**src/rtl/aim_scheduler.sv**
```systemverilog
// AIM job scheduler: issues one AIM start per iteration and reduces match results.
// Optional WAIT-state watchdog: define AIM_SCHED_TIMEOUT_EN.
module aim_scheduler #(
  parameter int W_C_LENGTH  = 32,
  parameter int POS_W       = 9,
  parameter int ITE_W       = 3,
  parameter int CNT_W       = 10,
  parameter int TIMEOUT_CYC = 256
) (
  input  logic                        i_clk,
  input  logic                        i_rst,
  input  logic                        i_job_start,
  input  logic [ITE_W-1:0]            i_num_ite,
  output logic                        o_busy,
  output logic                        o_done,
  output logic                        o_aim_start,
  output logic [ITE_W-1:0]            o_aim_ite,
  input  logic                        i_aim_finish,
  input  logic [W_C_LENGTH-1:0]       i_aim_valid,
  input  logic [W_C_LENGTH*POS_W-1:0] i_aim_pos,
  output logic [CNT_W-1:0]            o_ite_cnt,
  output logic                        o_ite_cnt_vld,
  output logic [CNT_W-1:0]            o_match_total,
  output logic                        o_first_found,
  output logic [ITE_W-1:0]            o_first_ite,
  output logic [POS_W-1:0]            o_first_pos,
  output logic                        o_err
);

  localparam int N_W = ITE_W + 1;
  localparam logic [N_W-1:0] ONE_N = N_W'(1);
  localparam logic [ITE_W-1:0] ONE_I = ITE_W'(1);

  typedef enum logic [1:0] {
    S_IDLE,
    S_ISSUE,
    S_WAIT,
    S_DONE
  } state_e;

  state_e           state_q, state_d;
  logic [ITE_W-1:0] ite_q, ite_d;
  logic [N_W-1:0]   num_q, num_d;
  logic             busy_q, busy_d;
  logic             done_q, done_d;
  logic             start_q, start_d;
  logic [ITE_W-1:0] aim_ite_q, aim_ite_d;
  logic [CNT_W-1:0] ite_cnt_q, ite_cnt_d;
  logic             vld_q, vld_d;
  logic [CNT_W-1:0] total_q, total_d;
  logic             found_q, found_d;
  logic [ITE_W-1:0] fite_q, fite_d;
  logic [POS_W-1:0] fpos_q, fpos_d;

`ifdef AIM_SCHED_TIMEOUT_EN
  localparam int TMO_W = $clog2(TIMEOUT_CYC + 1);
  localparam logic [TMO_W-1:0] TMO_LAST = TMO_W'(TIMEOUT_CYC - 1);
  logic [TMO_W-1:0] tmo_q, tmo_d;
  logic             err_q, err_d;
`endif

  logic [CNT_W-1:0] pop;
  logic [POS_W-1:0] low_pos;
  logic [CNT_W:0]   sum;
  logic             last;

  // Walk lanes high to low so the lowest set lane wins.
  always_comb begin
    pop     = '0;
    low_pos = '0;
    for (int k = W_C_LENGTH - 1; k >= 0; k--) begin
      if (i_aim_valid[k]) begin
        low_pos = i_aim_pos[k*POS_W +: POS_W];
      end
      pop = pop + {{(CNT_W-1){1'b0}}, i_aim_valid[k]};
    end
  end

  assign sum  = {1'b0, total_q} + {1'b0, pop};
  assign last = ({1'b0, ite_q} == (num_q - ONE_N));

  always_comb begin
    state_d   = state_q;
    ite_d     = ite_q;
    num_d     = num_q;
    busy_d    = busy_q;
    done_d    = 1'b0;
    start_d   = 1'b0;
    aim_ite_d = aim_ite_q;
    ite_cnt_d = ite_cnt_q;
    vld_d     = 1'b0;
    total_d   = total_q;
    found_d   = found_q;
    fite_d    = fite_q;
    fpos_d    = fpos_q;
`ifdef AIM_SCHED_TIMEOUT_EN
    tmo_d     = tmo_q;
    err_d     = err_q;
`endif
    unique case (state_q)
      S_IDLE: begin
        if (i_job_start) begin
          num_d     = (i_num_ite == '0) ? {1'b1, {ITE_W{1'b0}}}
                                        : {1'b0, i_num_ite};
          total_d   = '0;
          found_d   = 1'b0;
          fite_d    = '0;
          fpos_d    = '0;
          ite_d     = '0;
          aim_ite_d = '0;
          start_d   = 1'b1;
          busy_d    = 1'b1;
          state_d   = S_ISSUE;
`ifdef AIM_SCHED_TIMEOUT_EN
          err_d     = 1'b0;
`endif
        end
      end
      S_ISSUE: begin
        state_d = S_WAIT;
`ifdef AIM_SCHED_TIMEOUT_EN
        tmo_d   = '0;
`endif
      end
      S_WAIT: begin
        if (i_aim_finish) begin
          ite_cnt_d = pop;
          vld_d     = 1'b1;
          total_d   = sum[CNT_W] ? {CNT_W{1'b1}} : sum[CNT_W-1:0];
          if (!found_q && (i_aim_valid != '0)) begin
            found_d = 1'b1;
            fite_d  = ite_q;
            fpos_d  = low_pos;
          end
          if (last) begin
            done_d  = 1'b1;
            state_d = S_DONE;
          end else begin
            ite_d     = ite_q + ONE_I;
            aim_ite_d = ite_q + ONE_I;
            start_d   = 1'b1;
            state_d   = S_ISSUE;
          end
        end
`ifdef AIM_SCHED_TIMEOUT_EN
        else if (tmo_q == TMO_LAST) begin
          err_d   = 1'b1;
          done_d  = 1'b1;
          state_d = S_DONE;
        end else begin
          tmo_d = tmo_q + 1'b1;
        end
`endif
      end
      S_DONE: begin
        busy_d  = 1'b0;
        state_d = S_IDLE;
      end
      default: state_d = S_IDLE;
    endcase
  end

  always_ff @(posedge i_clk) begin
    if (i_rst) begin
      state_q   <= S_IDLE;
      ite_q     <= '0;
      num_q     <= '0;
      busy_q    <= 1'b0;
      done_q    <= 1'b0;
      start_q   <= 1'b0;
      aim_ite_q <= '0;
      ite_cnt_q <= '0;
      vld_q     <= 1'b0;
      total_q   <= '0;
      found_q   <= 1'b0;
      fite_q    <= '0;
      fpos_q    <= '0;
`ifdef AIM_SCHED_TIMEOUT_EN
      tmo_q     <= '0;
      err_q     <= 1'b0;
`endif
    end else begin
      state_q   <= state_d;
      ite_q     <= ite_d;
      num_q     <= num_d;
      busy_q    <= busy_d;
      done_q    <= done_d;
      start_q   <= start_d;
      aim_ite_q <= aim_ite_d;
      ite_cnt_q <= ite_cnt_d;
      vld_q     <= vld_d;
      total_q   <= total_d;
      found_q   <= found_d;
      fite_q    <= fite_d;
      fpos_q    <= fpos_d;
`ifdef AIM_SCHED_TIMEOUT_EN
      tmo_q     <= tmo_d;
      err_q     <= err_d;
`endif
    end
  end

  assign o_busy        = busy_q;
  assign o_done        = done_q;
  assign o_aim_start   = start_q;
  assign o_aim_ite     = aim_ite_q;
  assign o_ite_cnt     = ite_cnt_q;
  assign o_ite_cnt_vld = vld_q;
  assign o_match_total = total_q;
  assign o_first_found = found_q;
  assign o_first_ite   = fite_q;
  assign o_first_pos   = fpos_q;
`ifdef AIM_SCHED_TIMEOUT_EN
  assign o_err         = err_q;
`else
  assign o_err         = 1'b0;
`endif

endmodule

```
**config.mk**
```make
export PLATFORM = sky130hd
export DESIGN_NAME = aim_scheduler
export DESIGN_NICKNAME = d
export VERILOG_FILES = /design/src/rtl/aim_scheduler.sv
export SDC_FILE = /design/constraint.sdc
export NUM_CORES = 1
export LEC_CHECK = 0
export ABC_AREA = 1
export BUFFER_PORTS_ARGS = -buffer_cell sky130_fd_sc_hd__buf_4
export CAP_MARGIN = 40
export CORE_AREA = 2 2 143 145
export CTS_CLUSTER_DIAMETER = 60
export DETAILED_ROUTE_END_ITERATION = 12
export DIE_AREA = 0 0 145 147
export PLACE_DENSITY = 0.6
export SKIP_LAST_GASP = 1
export SYNTH_ARGS = -nofsm -noshare
export SYNTH_HDL_FRONTEND = slang
export SYNTH_SLANG_ARGS = --single-unit
```
**constraint.sdc**
```tcl
create_clock -name i_clk -period 9.45 [get_ports i_clk]
set_input_delay 1.89 -clock i_clk [delete_from_list [all_inputs] [get_ports i_clk]]
set_output_delay 1.89 -clock i_clk [all_outputs]
set_load 0.02 [all_outputs]
```
==> impl_metrics.tcl <==
set metrics [dict create \
    grt-ovfl-total 0 \
    chipHeight_um 147 \
    synth_cells 972 \
    synth_most_common_cell "nand2_1" \
    crit_type "primary input to flop" \
    start_util_pct 28.4 \
    dieArea_mm2 0.0213 \
    async_reset_ff_share_pct 0 \
    path_cells "buf_4 -> fa_1 -> fa_1 -> fa_1 -> fa_1 -> fa_1 -> inv_1 -> fa_1 -> inv_1 -> ha_1 -> fa_1 -> a21oi_1 -> o21ai_0 -> xor2_1 -> ha_1 -> a21oi_1 -> inv_1 -> a21oi_1 -> inv_1 -> nand2_1 -> inv_1 -> o21ai_0 -> nand2_1" \
    htreeDepth 2 \
    clock-sinks 42 \
    grt_max_degree 22 \
    final_layout_size_suffix_gt1_share_pct 30.5 \
    fin_crit_sh_pct 80.5 \
    ir_worst_vdd_mv 0.156 \
    ys.warnings.count 0 \
    slew_viol_final 0 \
    numCtsBuffers 5 \
    clock-root-buffer "clkbuf_16" \
    synth_fa_ha_area_share_pct 12.4 \
    core_mm2 0.0198 \
    highest_layer "met4" \
    nFillCells 2181 \
    worst_path_largest_cell_delay_ns 0.58 \
    power_density_mw_per_mm2 145 \
    synth-xor-area-share_pct 1.24 \
    routed_via_density 4.73 \
    clock_skew_ns 0.00406 \
    grt_usage_pct 22.8 \
    vias 7447 \
    post_cts_buffers 0 \
    synth_compound_gate_area_share_pct 23.2 \
    setup_tns_ns 0 \
    netlist_top_cells_area "nand2_1, dfxtp_1, a21oi_1" \
    synth_top_family_by_area "simple AND/OR/NAND/NOR gates" \
    dpl-instance-area_mm2 0.00843 \
    ys_seq_area_share_pct 14.9 \
    place.gp.congestion 0.943 \
    ctsHoldBuffers 0 \
    postRouteAntennaNets 0 \
    nets 1673 \
    grt_pass1_vias 7294 \
    worstPathArrival_ns 7.77 \
    setup_viol 0 \
    drt-met1-wl_um 10800 \
    clk_latency_ns 0.27 \
    synthMuxAreaShare_pct 0 \
    cp-start-kind "primary input" \
    synth.cell_area_mm2 0.00563 \
    route.detailed.drc 0 \
    hold_violations 0 \
    clock.fmax_mhz 131 \
    ys_seq_elements 42 \
    cts_tree "yes" \
    synthDominantCellAreaShare_pct 22.7 \
    cp-end-kind "flop" \
    p_leak_uw 0.00453 \
    ys_types 47 \
    fin_crit_ns 7.61 \
    synth_commonest_cells "nand2_1, nor2_1, inv_1" \
    synth_edf_count 0 \
    ios 368 \
    area.growth.synth_to_final_pct 52.2 \
    slowest_stage "fa_1" \
    wl_met3_um 1630 \
    fin_area_mm2 0.00857 \
    synth-simple-area-share_pct 35.2 \
    syn_avg_cell_area_um2 5.79 \
    dp_hpwl_um 21500 \
    antenna_found_initial 1 \
    crit_top_cell "fa_1" \
    io_buffers 362 \
    wirelength_um 25300 \
    num_rows 52 \
    clock_path_buffers 2 \
    cts.clk_slew.worst_paths_ns 0.06 \
    grt_pass1_wl_um 39200 \
    timing.slew.headroom_pct 50.1 \
    firstDrtPassIters 5 \
    run_status "finished, final reports clean" \
    wl_met2_um 12100 \
    drt-wirelength-per-cell_um 16.1 \
    maxCapViolCount 0 \
    required_ns 9.61 \
    ys.flop_type "dfxtp_1" \
    cts_resized 0 \
    cp_max_fo 20 \
    synth_top_area_cell "nand2_1" \
    rsz0062_at_grt "no" \
    first_iter_violations 358 \
    die_x_um 145 \
    hold_class "flop to flop" \
    max_slew.worst_pin.slew_ns 0.746 \
]
==> area by class of cell <==
cell class / count / area, um2 / area share (%)
diodes: 1 / 2.50 / 0.0292
clock buffers: 6 / 139 / 1.62
inverters: 121 / 457 / 5.33
multi-input cells: 773 / 4080 / 47.6
flip-flops and latches: 42 / 841 / 9.81
well taps: 270 / 338 / 3.94
repair buffers: 362 / 2720 / 31.7
==> worst max-delay path, delay by kind of cell <==
kind / cells / cell delay, ns
AO/OA/AOI/OAI: 5 / 0.92
XOR/XNOR: 1 / 0.25
adder cells (fa/ha/maj): 9 / 3.98
buffers and inverters: 6 / 0.54
AND/OR/NAND/NOR: 2 / 0.21
==> path summary, 6_finish.rpt <==
check | startpoint | to | slack [ns] | cells after the start
max | i_aim_valid[11] | o_match_total[1] | 1.84 | 23
min | o_first_pos[8] | o_first_pos[8] | 0.46 | 2
max reg2reg | state_q[1] | o_first_ite[1] | 6.51 | 12
min reg2reg | o_first_pos[8] | o_first_pos[8] | 0.46 | 2
==> per-layer routing <==
| layer | vias to the layer above | GRT usage (%) |
|---|---|---|
| met5 | - | 0 |
| met3 | 42 | 3.85 |
| li1 | 3810 | - |
| met2 | 283 | 40.1 |
| met4 | 0 | 6.88 |
| met1 | 3312 | 28.7 |
==> power by group <==
group	switching, uW	leakage, uW	internal [uW]	total, uW
registers	8.19	0.000341	186	194
logic	482	0.00412	401	884
clock network	63.7	0.0000688	102	166
total	554	0.00453	689	1240
==> registers in the layout (all words and copies together) (netlist names) <==
name           flops
o_match_total     10
o_ite_cnt          6
o_aim_ite          3
o_first_pos        9
num_q              4
o_ite_cnt_vld      1
o_done             1
o_aim_start        1
o_first_ite        3
state_q            2
o_first_found      1
o_busy             1
==> metrics by stage <==
step                hold WS (ns)  cells  util (%)  total power, uW  setup slack [ns]
finish                     0.465   1575      43.2             1240              1.84
global route               0.487   1574      43.2             1380              1.41
CTS                        0.468   1574      43.2             1250              1.86
detailed placement         0.459   1568      42.5             1080              1.59
global placement           0.454   1568      42.5             1060              1.67
floorplan                  0.467    976         -              807              2.23
==> cells in the final DEF (no fill, tap or decap), drive strengths merged, types with 4 or more instances in the layout <==
| cell | count |
|---|---|
| nand2 | 341 |
| fa | 25 |
| buf | 362 |
| a211oi | 5 |
| xor2 | 4 |
| a31oi | 4 |
| o211ai | 8 |
| inv | 117 |
| nor3 | 11 |
| o221a | 12 |
| clkinv | 4 |
| clkbuf | 6 |
| xnor2 | 4 |
| o21ai | 37 |
| conb | 5 |
| ha | 16 |
| nand4 | 10 |
| a221oi | 9 |
| dfxtp | 42 |
| o22ai | 24 |
| nand3 | 15 |
| a21oi | 108 |
| nor2 | 121 |
==> logic make-up after synthesis <==
logic type,Yosys count
and+or+nand+nor,502
AOI/OAI and AO/OA,217
buffers and inverters,161
DFF,42
adders and majority gates,41
xor gates and xnor gates,8
other,1
Note: power is estimated with default switching activity, not from simulation.
